$ cat config.mk
export PLATFORM = sky130hd
export DESIGN_NAME = wb_arbiter_flat
export DESIGN_NICKNAME = d
export VERILOG_FILES = /design/src/rtl/wb_arbiter_pkg.sv /design/src/rtl/wb_arbiter_if.sv /design/src/rtl/wb_fifo.sv /design/src/rtl/wb_arbiter.sv /design/src/flat_wrapper.sv
export SDC_FILE = /design/constraint.sdc
export NUM_CORES = 1
export LEC_CHECK = 0
export BUFFER_PORTS_ARGS = -buffer_cell sky130_fd_sc_hd__buf_2
export CAP_MARGIN = 20
export CORE_ASPECT_RATIO = 1.2
export CORE_MARGIN = 2
export CORE_UTILIZATION = 50
export DETAILED_ROUTE_END_ITERATION = 6
export PLACE_DENSITY = 0.75
export SLEW_MARGIN = 20
export SYNTH_ARGS = -nofsm -noshare
export SYNTH_HDL_FRONTEND = slang
export SYNTH_SLANG_ARGS = --single-unit
$ cat constraint.sdc
create_clock -name clk -period 6.7 [get_ports clk]
set_clock_uncertainty 0.1 [all_clocks]
set_input_delay 1.005 -clock clk [delete_from_list [all_inputs] [get_ports clk]]
set_output_delay 1.005 -clock clk [all_outputs]
set_load 0.05 [all_outputs]
$ cat src/rtl/wb_arbiter_pkg.sv
// wb_arbiter_pkg: shared CPU register-bank widths and writeback arbitration types
package wb_arbiter_pkg;
  localparam int DATA_W = 32;
  localparam int ADDR_W = 4;
  localparam int NUM_REGS = 1 << ADDR_W;
  localparam int FIFO_DEPTH = 2;
  typedef enum logic [1:0] {SEL_NONE, SEL_PIPE, SEL_FIFO} wb_sel_e;
endpackage

$ cat src/rtl/wb_arbiter_if.sv
// wb_arbiter_if: pipeline, issue, multi-cycle result and register-bank write signals of the writeback arbiter
interface wb_arbiter_if #(
  parameter int DATA_W = wb_arbiter_pkg::DATA_W,
  parameter int ADDR_W = wb_arbiter_pkg::ADDR_W
);
  logic pipe_we;
  logic [ADDR_W-1:0] pipe_addr;
  logic [DATA_W-1:0] pipe_data;
  logic issue_valid;
  logic [ADDR_W-1:0] issue_addr;
  logic mc_valid;
  logic [ADDR_W-1:0] mc_addr;
  logic [DATA_W-1:0] mc_data;
  logic mc_ready;
  logic we;
  logic [ADDR_W-1:0] addr_d;
  logic [DATA_W-1:0] data_d;
  logic [(1<<ADDR_W)-1:0] pending;
  logic hazard_err;
  modport master (
    output pipe_we, pipe_addr, pipe_data, issue_valid, issue_addr, mc_valid, mc_addr, mc_data,
    input mc_ready, we, addr_d, data_d, pending, hazard_err
  );
  modport slave (
    input pipe_we, pipe_addr, pipe_data, issue_valid, issue_addr, mc_valid, mc_addr, mc_data,
    output mc_ready, we, addr_d, data_d, pending, hazard_err
  );
endinterface

$ cat src/rtl/wb_fifo.sv
// wb_fifo: synchronous power-of-two FIFO with registered occupancy count
module wb_fifo #(
  parameter int DEPTH = 2,
  parameter int W = 36
) (
  input logic clk,
  input logic reset,
  input logic i_push,
  input logic [W-1:0] i_data,
  input logic i_pop,
  output logic [W-1:0] o_data,
  output logic [$clog2(DEPTH):0] o_count
);
  localparam int PW = $clog2(DEPTH);
  logic [W-1:0] r_mem [DEPTH];
  logic [PW-1:0] r_wr, r_rd;
  logic [PW:0] r_count;
  logic w_push, w_pop;
  assign w_push = i_push && r_count < (PW+1)'(DEPTH);
  assign w_pop = i_pop && |r_count;
  assign o_data = r_mem[r_rd];
  assign o_count = r_count;
  always_ff @(posedge clk) if (w_push) r_mem[r_wr] <= i_data;
  always_ff @(posedge clk) begin
    if (reset) begin
      r_wr <= '0;
      r_rd <= '0;
      r_count <= '0;
    end else begin
      if (w_push) r_wr <= r_wr + 1'b1;
      if (w_pop) r_rd <= r_rd + 1'b1;
      r_count <= r_count + (PW+1)'(w_push) - (PW+1)'(w_pop);
    end
  end
endmodule

$ cat src/rtl/wb_arbiter.sv
// wb_arbiter: writeback arbiter giving the single-cycle pipe priority over buffered
// multi-cycle results, with a pending-register scoreboard and sticky hazard flag
module wb_arbiter #(
  parameter int DATA_W = wb_arbiter_pkg::DATA_W,
  parameter int ADDR_W = wb_arbiter_pkg::ADDR_W,
  parameter int FIFO_DEPTH = wb_arbiter_pkg::FIFO_DEPTH
) (
  input logic clk,
  input logic reset,
  wb_arbiter_if.slave bus
);
  import wb_arbiter_pkg::*;
  localparam int NR = 1 << ADDR_W;
  localparam int CW = $clog2(FIFO_DEPTH) + 1;
  logic [CW-1:0] w_count;
  logic [ADDR_W+DATA_W-1:0] w_head;
  logic [ADDR_W-1:0] w_head_addr;
  logic w_pipe, w_pop, w_push, w_haz;
  logic [NR-1:0] w_set, w_clr;
  wb_sel_e w_sel;
  logic r_we, r_haz;
  logic [ADDR_W-1:0] r_addr;
  logic [DATA_W-1:0] r_data;
  logic [NR-1:0] r_pending;
  assign w_head_addr = w_head[ADDR_W+DATA_W-1:DATA_W];
  assign bus.mc_ready = w_count < CW'(FIFO_DEPTH);
  assign w_push = bus.mc_valid && bus.mc_ready;
  assign w_pipe = bus.pipe_we && |bus.pipe_addr;
  // a zero-address pipe write yields the slot, so the FIFO head may still drain
  assign w_pop = !w_pipe && |w_count;
  always_comb w_sel = w_pipe ? SEL_PIPE : (w_pop && |w_head_addr) ? SEL_FIFO : SEL_NONE;
  assign w_set = (bus.issue_valid && |bus.issue_addr) ? NR'(1) << bus.issue_addr : '0;
  assign w_clr = (w_sel == SEL_FIFO) ? NR'(1) << w_head_addr : '0;
  assign w_haz = (bus.issue_valid && r_pending[bus.issue_addr]) ||
                 (w_pipe && r_pending[bus.pipe_addr]) ||
                 (w_push && !r_pending[bus.mc_addr]);
  wb_fifo #(.DEPTH(FIFO_DEPTH), .W(ADDR_W+DATA_W)) u_fifo (
    .clk(clk),
    .reset(reset),
    .i_push(w_push),
    .i_data({bus.mc_addr, bus.mc_data}),
    .i_pop(w_pop),
    .o_data(w_head),
    .o_count(w_count)
  );
  always_ff @(posedge clk) begin
    if (reset) begin
      r_we <= 1'b0;
      r_addr <= '0;
      r_data <= '0;
      r_pending <= '0;
      r_haz <= 1'b0;
    end else begin
      r_we <= w_sel != SEL_NONE;
      if (w_sel == SEL_PIPE) begin
        r_addr <= bus.pipe_addr;
        r_data <= bus.pipe_data;
      end else if (w_sel == SEL_FIFO) begin
        r_addr <= w_head_addr;
        r_data <= w_head[DATA_W-1:0];
      end
      r_pending <= (r_pending & ~w_clr) | w_set;
      r_haz <= r_haz | w_haz;
    end
  end
  assign bus.we = r_we;
  assign bus.addr_d = r_addr;
  assign bus.data_d = r_data;
  assign bus.pending = r_pending;
  assign bus.hazard_err = r_haz;
endmodule

$ cat src/flat_wrapper.sv
// flat-port wrapper written by rule: the top's interface ports become plain ports
module wb_arbiter_flat import wb_arbiter_pkg::*;
#(
  parameter int DATA_W = wb_arbiter_pkg::DATA_W,
  parameter int ADDR_W = wb_arbiter_pkg::ADDR_W,
  parameter int FIFO_DEPTH = wb_arbiter_pkg::FIFO_DEPTH
)
  (clk, reset, bus_pipe_we, bus_pipe_addr, bus_pipe_data, bus_issue_valid, bus_issue_addr, bus_mc_valid, bus_mc_addr, bus_mc_data, bus_mc_ready, bus_we, bus_addr_d, bus_data_d, bus_pending, bus_hazard_err);
  wb_arbiter_if #(.DATA_W(DATA_W), .ADDR_W(ADDR_W)) bus_i ();
  input logic clk;
  input logic reset;
  input wire logic [$bits(bus_i.pipe_we)-1:0] bus_pipe_we;
  input wire logic [$bits(bus_i.pipe_addr)-1:0] bus_pipe_addr;
  input wire logic [$bits(bus_i.pipe_data)-1:0] bus_pipe_data;
  input wire logic [$bits(bus_i.issue_valid)-1:0] bus_issue_valid;
  input wire logic [$bits(bus_i.issue_addr)-1:0] bus_issue_addr;
  input wire logic [$bits(bus_i.mc_valid)-1:0] bus_mc_valid;
  input wire logic [$bits(bus_i.mc_addr)-1:0] bus_mc_addr;
  input wire logic [$bits(bus_i.mc_data)-1:0] bus_mc_data;
  output wire logic [$bits(bus_i.mc_ready)-1:0] bus_mc_ready;
  output wire logic [$bits(bus_i.we)-1:0] bus_we;
  output wire logic [$bits(bus_i.addr_d)-1:0] bus_addr_d;
  output wire logic [$bits(bus_i.data_d)-1:0] bus_data_d;
  output wire logic [$bits(bus_i.pending)-1:0] bus_pending;
  output wire logic [$bits(bus_i.hazard_err)-1:0] bus_hazard_err;
  assign bus_i.pipe_we = bus_pipe_we;
  assign bus_i.pipe_addr = bus_pipe_addr;
  assign bus_i.pipe_data = bus_pipe_data;
  assign bus_i.issue_valid = bus_issue_valid;
  assign bus_i.issue_addr = bus_issue_addr;
  assign bus_i.mc_valid = bus_mc_valid;
  assign bus_i.mc_addr = bus_mc_addr;
  assign bus_i.mc_data = bus_mc_data;
  assign bus_mc_ready = bus_i.mc_ready;
  assign bus_we = bus_i.we;
  assign bus_addr_d = bus_i.addr_d;
  assign bus_data_d = bus_i.data_d;
  assign bus_pending = bus_i.pending;
  assign bus_hazard_err = bus_i.hazard_err;
  wb_arbiter #(.DATA_W(DATA_W), .ADDR_W(ADDR_W), .FIFO_DEPTH(FIFO_DEPTH)) u_core (.clk(clk), .reset(reset), .bus(bus_i));
endmodule
After elaboration in Yosys (flattened, before gate mapping) --
Memory sizes are Yosys's and may differ from the RTL's. A register that Yosys moved wholly into a read port is not among the register bits. Cells that the tools add are included.
Word-level totals: bits in registers 58, RAM bits 72, input bits 81, output and inout bits 55, logic and storage cells 63, memories 1
Memory list:
- u_core.u_fifo.r_mem | words 2, width 36, read ports 1, clocked after Yosys merged registers in 1, write ports 1, RTL line wb_fifo.sv:15 | logic [W-1:0] r_mem [DEPTH];
Operators by class: add/sub/neg operators 4, $lt $le $gt $ge 4, eq/ne operators 2, shift operators 2, mux-type cells 18, bitwise operators 4, reductions and logical operators 20
Operators with widths (count):
- two-way mux 32 bit | 2
- two-way mux 16 bit | 2
- << shifter 1 x 4 -> 16 bit (first input constant) | 2
- bitwise AND 16 bit | 1
- inverter 16 bit | 1
- OR 16 bit | 1
- less-than comparator 4 x 5 -> 1 bit (second input constant) | 3
- binary-select mux 1 bit (select 4 bit) | 3
- OR reduction 4 bit | 3
- logical AND 1 bit | 10
- two-way mux 4 bit | 2
- two-way mux 1 bit | 7
- two-way mux 2 bit | 2
- nonzero test 2 bit | 2
- adder 1 bit (second input constant) | 2
- adder 2 x 1 -> 2 bit | 1
- == test 2 x 1 -> 1 bit (second input constant) | 1
- == test 2 bit (second input constant) | 1
- zero test 1 bit | 2
- logical OR 1 bit | 2
- less-than comparator 2 bit (second input constant) | 1
- OR reduction 2 bit | 1
- subtractor 2 x 1 -> 2 bit | 1
- OR 1 bit | 1

Depth between registers and ports, before layout --
Gate-level depths: netlist (run 1).
depth in word-level cells 12, mapped depth 9, gate-level depth less buffers 8

Cells and area by module --
Synthesis (run 1) repeated with hierarchy kept, for this count alone.
Second synthesis, totals: cells, all modules 420, area, all modules 5735.5 um2
Modules (own cells, without submodules):
- wb_fifo | instances 1, cells an instance 135, area an instance 2970.3 um2, sequential area each 2262.2 um2
- wb_arbiter | instances 1, cells an instance 285, area an instance 2765.2 um2, sequential area each 1081.0 um2

Worst setup path before layout (run 1) --
Ideal clock, no wire load.
path kind in2reg, start input port bus_mc_valid, end memory u_core.u_fifo.r_mem[0][0], enable pin, library setup time 0.429 ns, arrival time 2.669 ns, data required time 6.171 ns, setup slack 3.502 ns, cell stages on the path 2, buffers on the path 0, cell sequence nand2_1 nor2_1
On the way: word-level cells in the longest chain between the ends 4
RTL lines:
- from (decl) | RTL line flat_wrapper.sv:17 | input wire logic [$bits(bus_i.mc_valid)-1:0] bus_mc_valid;
- logical AND 1 bit | RTL line wb_arbiter.sv:27 | assign w_push = bus.mc_valid && bus.mc_ready;
- logical AND 1 bit | RTL line wb_fifo.sv:19 | assign w_push = i_push && r_count < (PW+1)'(DEPTH);
- two-way mux 1 bit | RTL line wb_fifo.sv:23 | always_ff @(posedge clk) if (w_push) r_mem[r_wr] <= i_data;
- two-way mux 1 bit (implied by the code) | RTL line wb_fifo.sv:23
- to (decl) | RTL line wb_fifo.sv:15
Every way passes these cells.

==> impl_metrics.ini, run 1 <==
[global_routing]
grt_first_pass_wirelength_mm = 21.1
grtUsageTotal_pct = 22.2
overflow = 0
grt_start_max_net_pins = 61
antenna_found_initial = 0
grt_pass1_vias = 4317

[place]
hpwlAfterDp_mm = 9.03
placed_cells = 734
gp_congestion = 0.882
port_buffers = 135

[logic_synthesis]
yosys.area.top_type_share_pct = 36.9
ys_types = 45
netlist_area_mm2 = 0.00585
synth-seq-area-share_pct = 57.1
netlist_instances = 472
avgSynthCellArea_um2 = 12.4
syn_nets = 555
synth_top_area_cell = edfxtp_1
yosys_register_bits = 131
synthArstFlopShare_pct = 0
synthTopCellsByArea = edfxtp_1, dfxtp_1, mux2i_1
ys_warn_count = 0
synth_ff_type = edfxtp_1
synth_edf_count = 72

[sta]
fin_setup_tns_ps = 0
finalMaxSlewViolations = 0
min_period_over_period_pct = 47.1
tightest_slew_ps = 1030
slew_headroom_pct = 31.1
hold_viol_final = 0
finalSetupViolCount = 0
max_freq_ghz = 0.317
rsz0062_at_grt = no
period_needed_ps = 3150

[finish]
insertedDiodeCount = 0
n_fill_cell = 959
syn2layout_area_growth_pct = 21.9
layout.cells.non_filler = 767
final_cell_mix = buf_2, edfxtp_1, dfxtp_1, nand2_1, nand3_1
drive_gt1_share_pct = 40.7
final_nets = 680
final_common_cell = buf_2

[floorplan]
core_mm2 = 0.0115
dieArea_mm2 = 0.0126
ios = 136
die_h_um = 123
rows = 43
start_util_pct = 50.8
die_w_um = 103

[critical_path]
critPathKind = register to register
worstPathArrival_ps = 3300
critPathLaunchType = register
critPathRequiredTime_ps = 6850
cp_max_fo = 37
end_kind = register

[route]
vias = 4345
drtAntennaViolNets = 0
wl_per_cell_um = 17.8
drt_pass1_iterations = 7
viasPerCell = 5.66
drt-total-wl_mm = 13.6
drt_iter0_drc = 198
drc = 3

[job]
drv_cap = 0

[clock_network]
cts-root-buf = clkbuf_16
clockBufferDepth = 2
clock_sinks = 131
clock_tree.htree_level_count = 4
clk_latency_ps = 400
clk_pin_slew_ps = 60
post_cts_resized = 0
cts_made_buffers = 17
post_cts_buffers = 0
cts_tree = yes
cts_hold_buf = 0

[power_and_ir_drop]
leakage_nw = 2.73
power.density_mw_per_mm2 = 389
ir_drop_mv = 0.222

[hold_path]
min_path_type = register to register

[outcome]
outcome = finished with violations
violations = design-rule violations
## worst max-delay path, stage by stage (launching register included)
cell and delay, ps:
dfxtp_2 570, buf_4 490, mux2i_2 490, o211ai_4 440, and2_4 510, o211ai_1 240
a21oi_1 90
## routing by layer
metal  wire, um  track usage, %  up-vias  part of all wire (%)
li1           -               -     2023                     -
met1       5540            27.5     2103                    41
met2       6900            37.3      191                    51
met3        927            6.15       28                   6.8
met4        274            7.32        0                   2.0
met5          0               0        -                     0
## synth_stat cells (3+ instances only)
cell	instances
nor3_1	3
clkbuf_1	20
a21oi_2	26
o211ai_2	29
a21oi_1	25
mux2i_1	39
xnor2_1	3
buf_8	4
inv_1	3
nor2b_1	3
mux4_2	11
o21ai_1	15
edfxtp_1	72
o211ai_1	6
buf_2	7
dfxtp_1	59
mux2_2	3
nor2_1	17
nand2_1	55
and3_1	3
nand3_1	41
## registers in the layout (all words and copies together), names as in the netlist, named ones only
name,cells
u_core.bus.addr_d,4
u_core.bus.data_d,32
u_core.bus.hazard_err,1
u_core.bus.pending,16
u_core.bus.we,1
u_core.u_fifo.o_count,2
u_core.u_fifo.r_mem,72
u_core.u_fifo.r_rd,1
u_core.u_fifo.r_wr,1
## area by class of cell
class | instances | area [um^2] | area share (%)
flip-flops and latches | 131 | 3340 | 46.9
clock buffers | 27 | 504 | 7.07
repair buffers | 141 | 741 | 10.4
clock inverters | 5 | 26.3 | 0.368
well taps | 157 | 196 | 2.75
multi-input cells | 302 | 2310 | 32.4
inverters | 4 | 15.0 | 0.210
## metrics by stage
step | instance area, um^2 | utilization, % | total power [mW] | hold WS (ps) | setup slack, ps
floorplan | 5850 | - | 1.80 | 381 | 3500
global placement | 6580 | 57.1 | 1.93 | 403 | 3320
detailed placement | 6580 | 57.1 | 1.96 | 410 | 3210
CTS | 7110 | 61.7 | 2.78 | 418 | 3560
global route | 7140 | 62.0 | 2.91 | 443 | 3310
finish | 7140 | 62.0 | 2.78 | 413 | 3550
## kinds of logic (layout without fill, tap and decap cells)
group | after synthesis | in the layout | synth area share [%]
flops | 131 | 131 | 57.1
simple gates | 130 | 130 | 10.1
compound gates | 110 | 110 | 15.9
mux | 56 | 56 | 12.1
buf+inv | 39 | 177 | 3.74
xor+xnor | 4 | 4 | 0.599
fa+ha+maj | 2 | 2 | 0.427
## worst paths after layout
path | start | to | slack (ps) | cells past startpoint
worst min register to register | u_core.bus.pending[0]$_SDFF_PP0_ | u_core.bus.pending[0]$_SDFF_PP0_ | 410 | 1
worst max-delay path | register | u_core.bus.data_d[1]$_SDFFE_PP0P_ | 3550 | 6
worst min-delay path | u_core.bus.pending[0]$_SDFF_PP0_ | u_core.bus.pending[0]$_SDFF_PP0_ | 410 | 1
worst max register to register | register | u_core.bus.data_d[1]$_SDFFE_PP0P_ | 3550 | 6
## power breakdown
part / switching, mW / leakage [nW] / internal [mW] / total (mW)
registers: 0.0693 / 1.16 / 0.987 / 1.06
clock network: 0.314 / 0.265 / 0.512 / 0.827
logic: 0.607 / 1.30 / 0.286 / 0.893
total: 0.991 / 2.73 / 1.79 / 2.78
Note: power is estimated with default switching activity, not from simulation.
==> run 2, diff against run 1 <==
--- a/config.mk
+++ b/config.mk
@@ -5,13 +5,14 @@
 export SDC_FILE = /design/constraint.sdc
 export NUM_CORES = 1
 export LEC_CHECK = 0
+export ABC_AREA = 1
 export BUFFER_PORTS_ARGS = -buffer_cell sky130_fd_sc_hd__buf_2
 export CAP_MARGIN = 20
 export CORE_ASPECT_RATIO = 1.2
 export CORE_MARGIN = 2
-export CORE_UTILIZATION = 50
+export CORE_UTILIZATION = 49
 export DETAILED_ROUTE_END_ITERATION = 6
-export PLACE_DENSITY = 0.75
+export PLACE_DENSITY = 0.77
 export SLEW_MARGIN = 20
 export SYNTH_ARGS = -nofsm -noshare
 export SYNTH_HDL_FRONTEND = slang
==> constraint.sdc (replaced) <==
create_clock -name clk -period 2.7 [get_ports clk]
set_clock_uncertainty 0.1 [all_clocks]
set_input_delay 0.405 -clock clk [delete_from_list [all_inputs] [get_ports clk]]
set_output_delay 0.405 -clock clk [all_outputs]
set_load 0.05 [all_outputs]
==> impl_metrics.ini, run 2 <==
[logic_synthesis]
ys_types = 31
synthTopCellsByArea = edfxtp_1, dfxtp_1, nand2_1
netlist_instances = 721
ys_warn_count = 0
netlist_area_mm2 = 0.00586
yosys.area.top_type_share_pct = 36.9
synth_commonest_cells = nand2_1, nor2_1, edfxtp_1
yosys.area_share.simple_pct = 28.6
synthMostInstantiatedCell = nand2_1
yosys_register_bits = 131
synth-seq-area-share_pct = 57.1
synth_edf_count = 72
synthAdderAreaFrac_pct = 0.427
synth_compound_area_share_pct = 7.88
synth_top_family_by_area = simple AND/OR/NAND/NOR gates
synth.area.mux_share_pct = 0
syn_nets = 804
synthXorXnorAreaFrac_pct = 0.150
synth_top_area_cell = edfxtp_1
synthArstFlopShare_pct = 0
avgSynthCellArea_um2 = 8.12
synth_ff_type = edfxtp_1

[place]
gp_congestion = 0.916
hpwlAfterDp_mm = 9.89
post_dp_cell_area_mm2 = 0.00668
port_buffers = 135

[sta]
finalSetupViolCount = 0
finalMaxSlewViolations = 0
fin_setup_tns_ps = 0
tightest_slew_ps = 590
whs_ps = 79.3
max_freq_ghz = 0.471
hold_viol_final = 0
min_period_over_period_pct = 78.6
rsz0062_at_grt = no
slew_headroom_pct = 60.6
period_needed_ps = 2120

[floorplan]
die_w_um = 104
dieArea_mm2 = 0.0128
rows = 43
ios = 136
start_util_pct = 50.4
core_mm2 = 0.0116
die_h_um = 124

[power_and_ir_drop]
power.density_mw_per_mm2 = 965
ir_drop_mv = 0.692
leakage_nw = 3.48

[finish]
syn2layout_area_growth_pct = 25.3
regMostFlops = u_core.u_fifo.r_mem
stdcell_area_mm2 = 0.00734
insertedDiodeCount = 0
n_fill_cell = 1010
final_common_cell = nand2_1
final_nets = 937
drive_gt1_share_pct = 22.4
final_cell_mix = nand2_1, buf_2, nor2_1, edfxtp_1, dfxtp_1
largest_register_ff_count = 72

[outcome]
outcome = finished clean

[global_routing]
antenna_found_initial = 0
overflow = 0
grt_pass1_vias = 4957
grtUsageTotal_pct = 23.1
grt_first_pass_wirelength_mm = 23.4
grt_start_max_net_pins = 38

[critical_path]
crit_chain = buf_4 -> nand2_1 -> nand2_1 -> nor2_1 -> nand2_2 -> nor2_2 -> o21ai_4 -> inv_6 -> nor2_1 -> nor2_1
crit_top_cell = nor2_1
critPathLaunchType = register
slowest_stage = dfxtp_1
path_delay_family = simple AND/OR/NAND/NOR gates
cpPeakStageDelay_ps = 430
crit_buf_inv = 2
worstPathArrival_ps = 2320
cp_max_fo = 37
end_kind = register
critPathRequiredTime_ps = 2900
critPathKind = register to register

[job]
drv_cap = 0

[clock_network]
clk_pin_slew_ps = 60
clock_tree.htree_level_count = 4
cts_made_buffers = 17
post_cts_buffers = 0
clock_sinks = 131
clk_latency_ps = 410
post_cts_resized = 0
clockBufferDepth = 2
cts-root-buf = clkbuf_16
cts_tree = yes
cts_hold_buf = 0

[hold_path]
min_path_type = input port to register

[route]
met1_length_mm = 6.02
drc = 0
routed.top_layer = met4
drt_iter0_drc = 301
viasPerCell = 5.06
vias = 5183
wl_met3_um = 923
wl_per_cell_um = 14.3
drtAntennaViolNets = 0
route.met2.wl_mm = 7.38
drt-total-wl_mm = 14.6
drt_pass1_iterations = 4
run 2: final timing paths:
path	startpoint	end	slack, ps	cells past startpoint
max	register	u_core.bus.data_d[21]$_SDFFE_PP0P_	580	10
max reg2reg	register	u_core.bus.data_d[21]$_SDFFE_PP0P_	580	10
min	bus_mc_data[31]	u_core.u_fifo.r_mem[0][31]$_DFFE_PP_	80	1
min reg2reg	u_core.u_fifo.r_rd$_SDFFE_PP0P_	u_core.u_fifo.r_rd$_SDFFE_PP0P_	360	1
run 2: logic make-up (layout without fill, tap and decap cells):
family                   count (synthesis)  in the layout
buffers and inverters                   78            224
AO/OA/AOI/OAI                           86             86
flip-flops                             131            131
adder cells (fa/ha/maj)                  2              2
AND/OR/NAND/NOR                        423            423
XOR/XNOR                                 1              1
run 2: per-stage QoR:
step | util, % | cells | setup WS, ps | power (mW)
after CTS | 63.1 | 1024 | 550 | 7.11
final | 63.1 | 1024 | 577 | 7.08
after floorplan | - | 721 | 335 | 4.07
after global routing | 63.1 | 1024 | 380 | 7.42
after global placement | 57.5 | 992 | 479 | 4.54
after detailed placement | 57.5 | 992 | 432 | 4.58
run 2: cell type report:
type | instances | area [um^2] | share of cell area [%]
clock buffer | 19 | 464 | 6.33
clock inverter | 13 | 195 | 2.66
inverter | 46 | 181 | 2.47
multi-input combinational | 512 | 2180 | 29.8
sequential | 131 | 3340 | 45.6
tap | 157 | 196 | 2.68
timing repair buffer | 146 | 771 | 10.5
run 2: routing by layer:
metal  track usage, %  vias to the layer above
met3             5.18                       26
met4             10.1                        0
met5                0                        -
met1             27.2                     2370
met2             41.1                      189
li1                 -                     2598
run 2: worst reg2reg max path: stages (launching register included):
cell,delay (ps)
dfxtp_1,430
buf_4,250
nand2_1,70
nand2_1,130
nor2_1,70
nand2_2,90
nor2_2,50
o21ai_4,380
inv_6,210
nor2_1,180
nor2_1,70
run 2: report_power, final:
group | internal, mW | switching, mW | leakage [nW] | total, mW
sequential | 2.47 | 0.137 | 1.16 | 2.61
clock | 1.64 | 0.886 | 0.320 | 2.52
combinational | 0.506 | 1.44 | 2.01 | 1.94
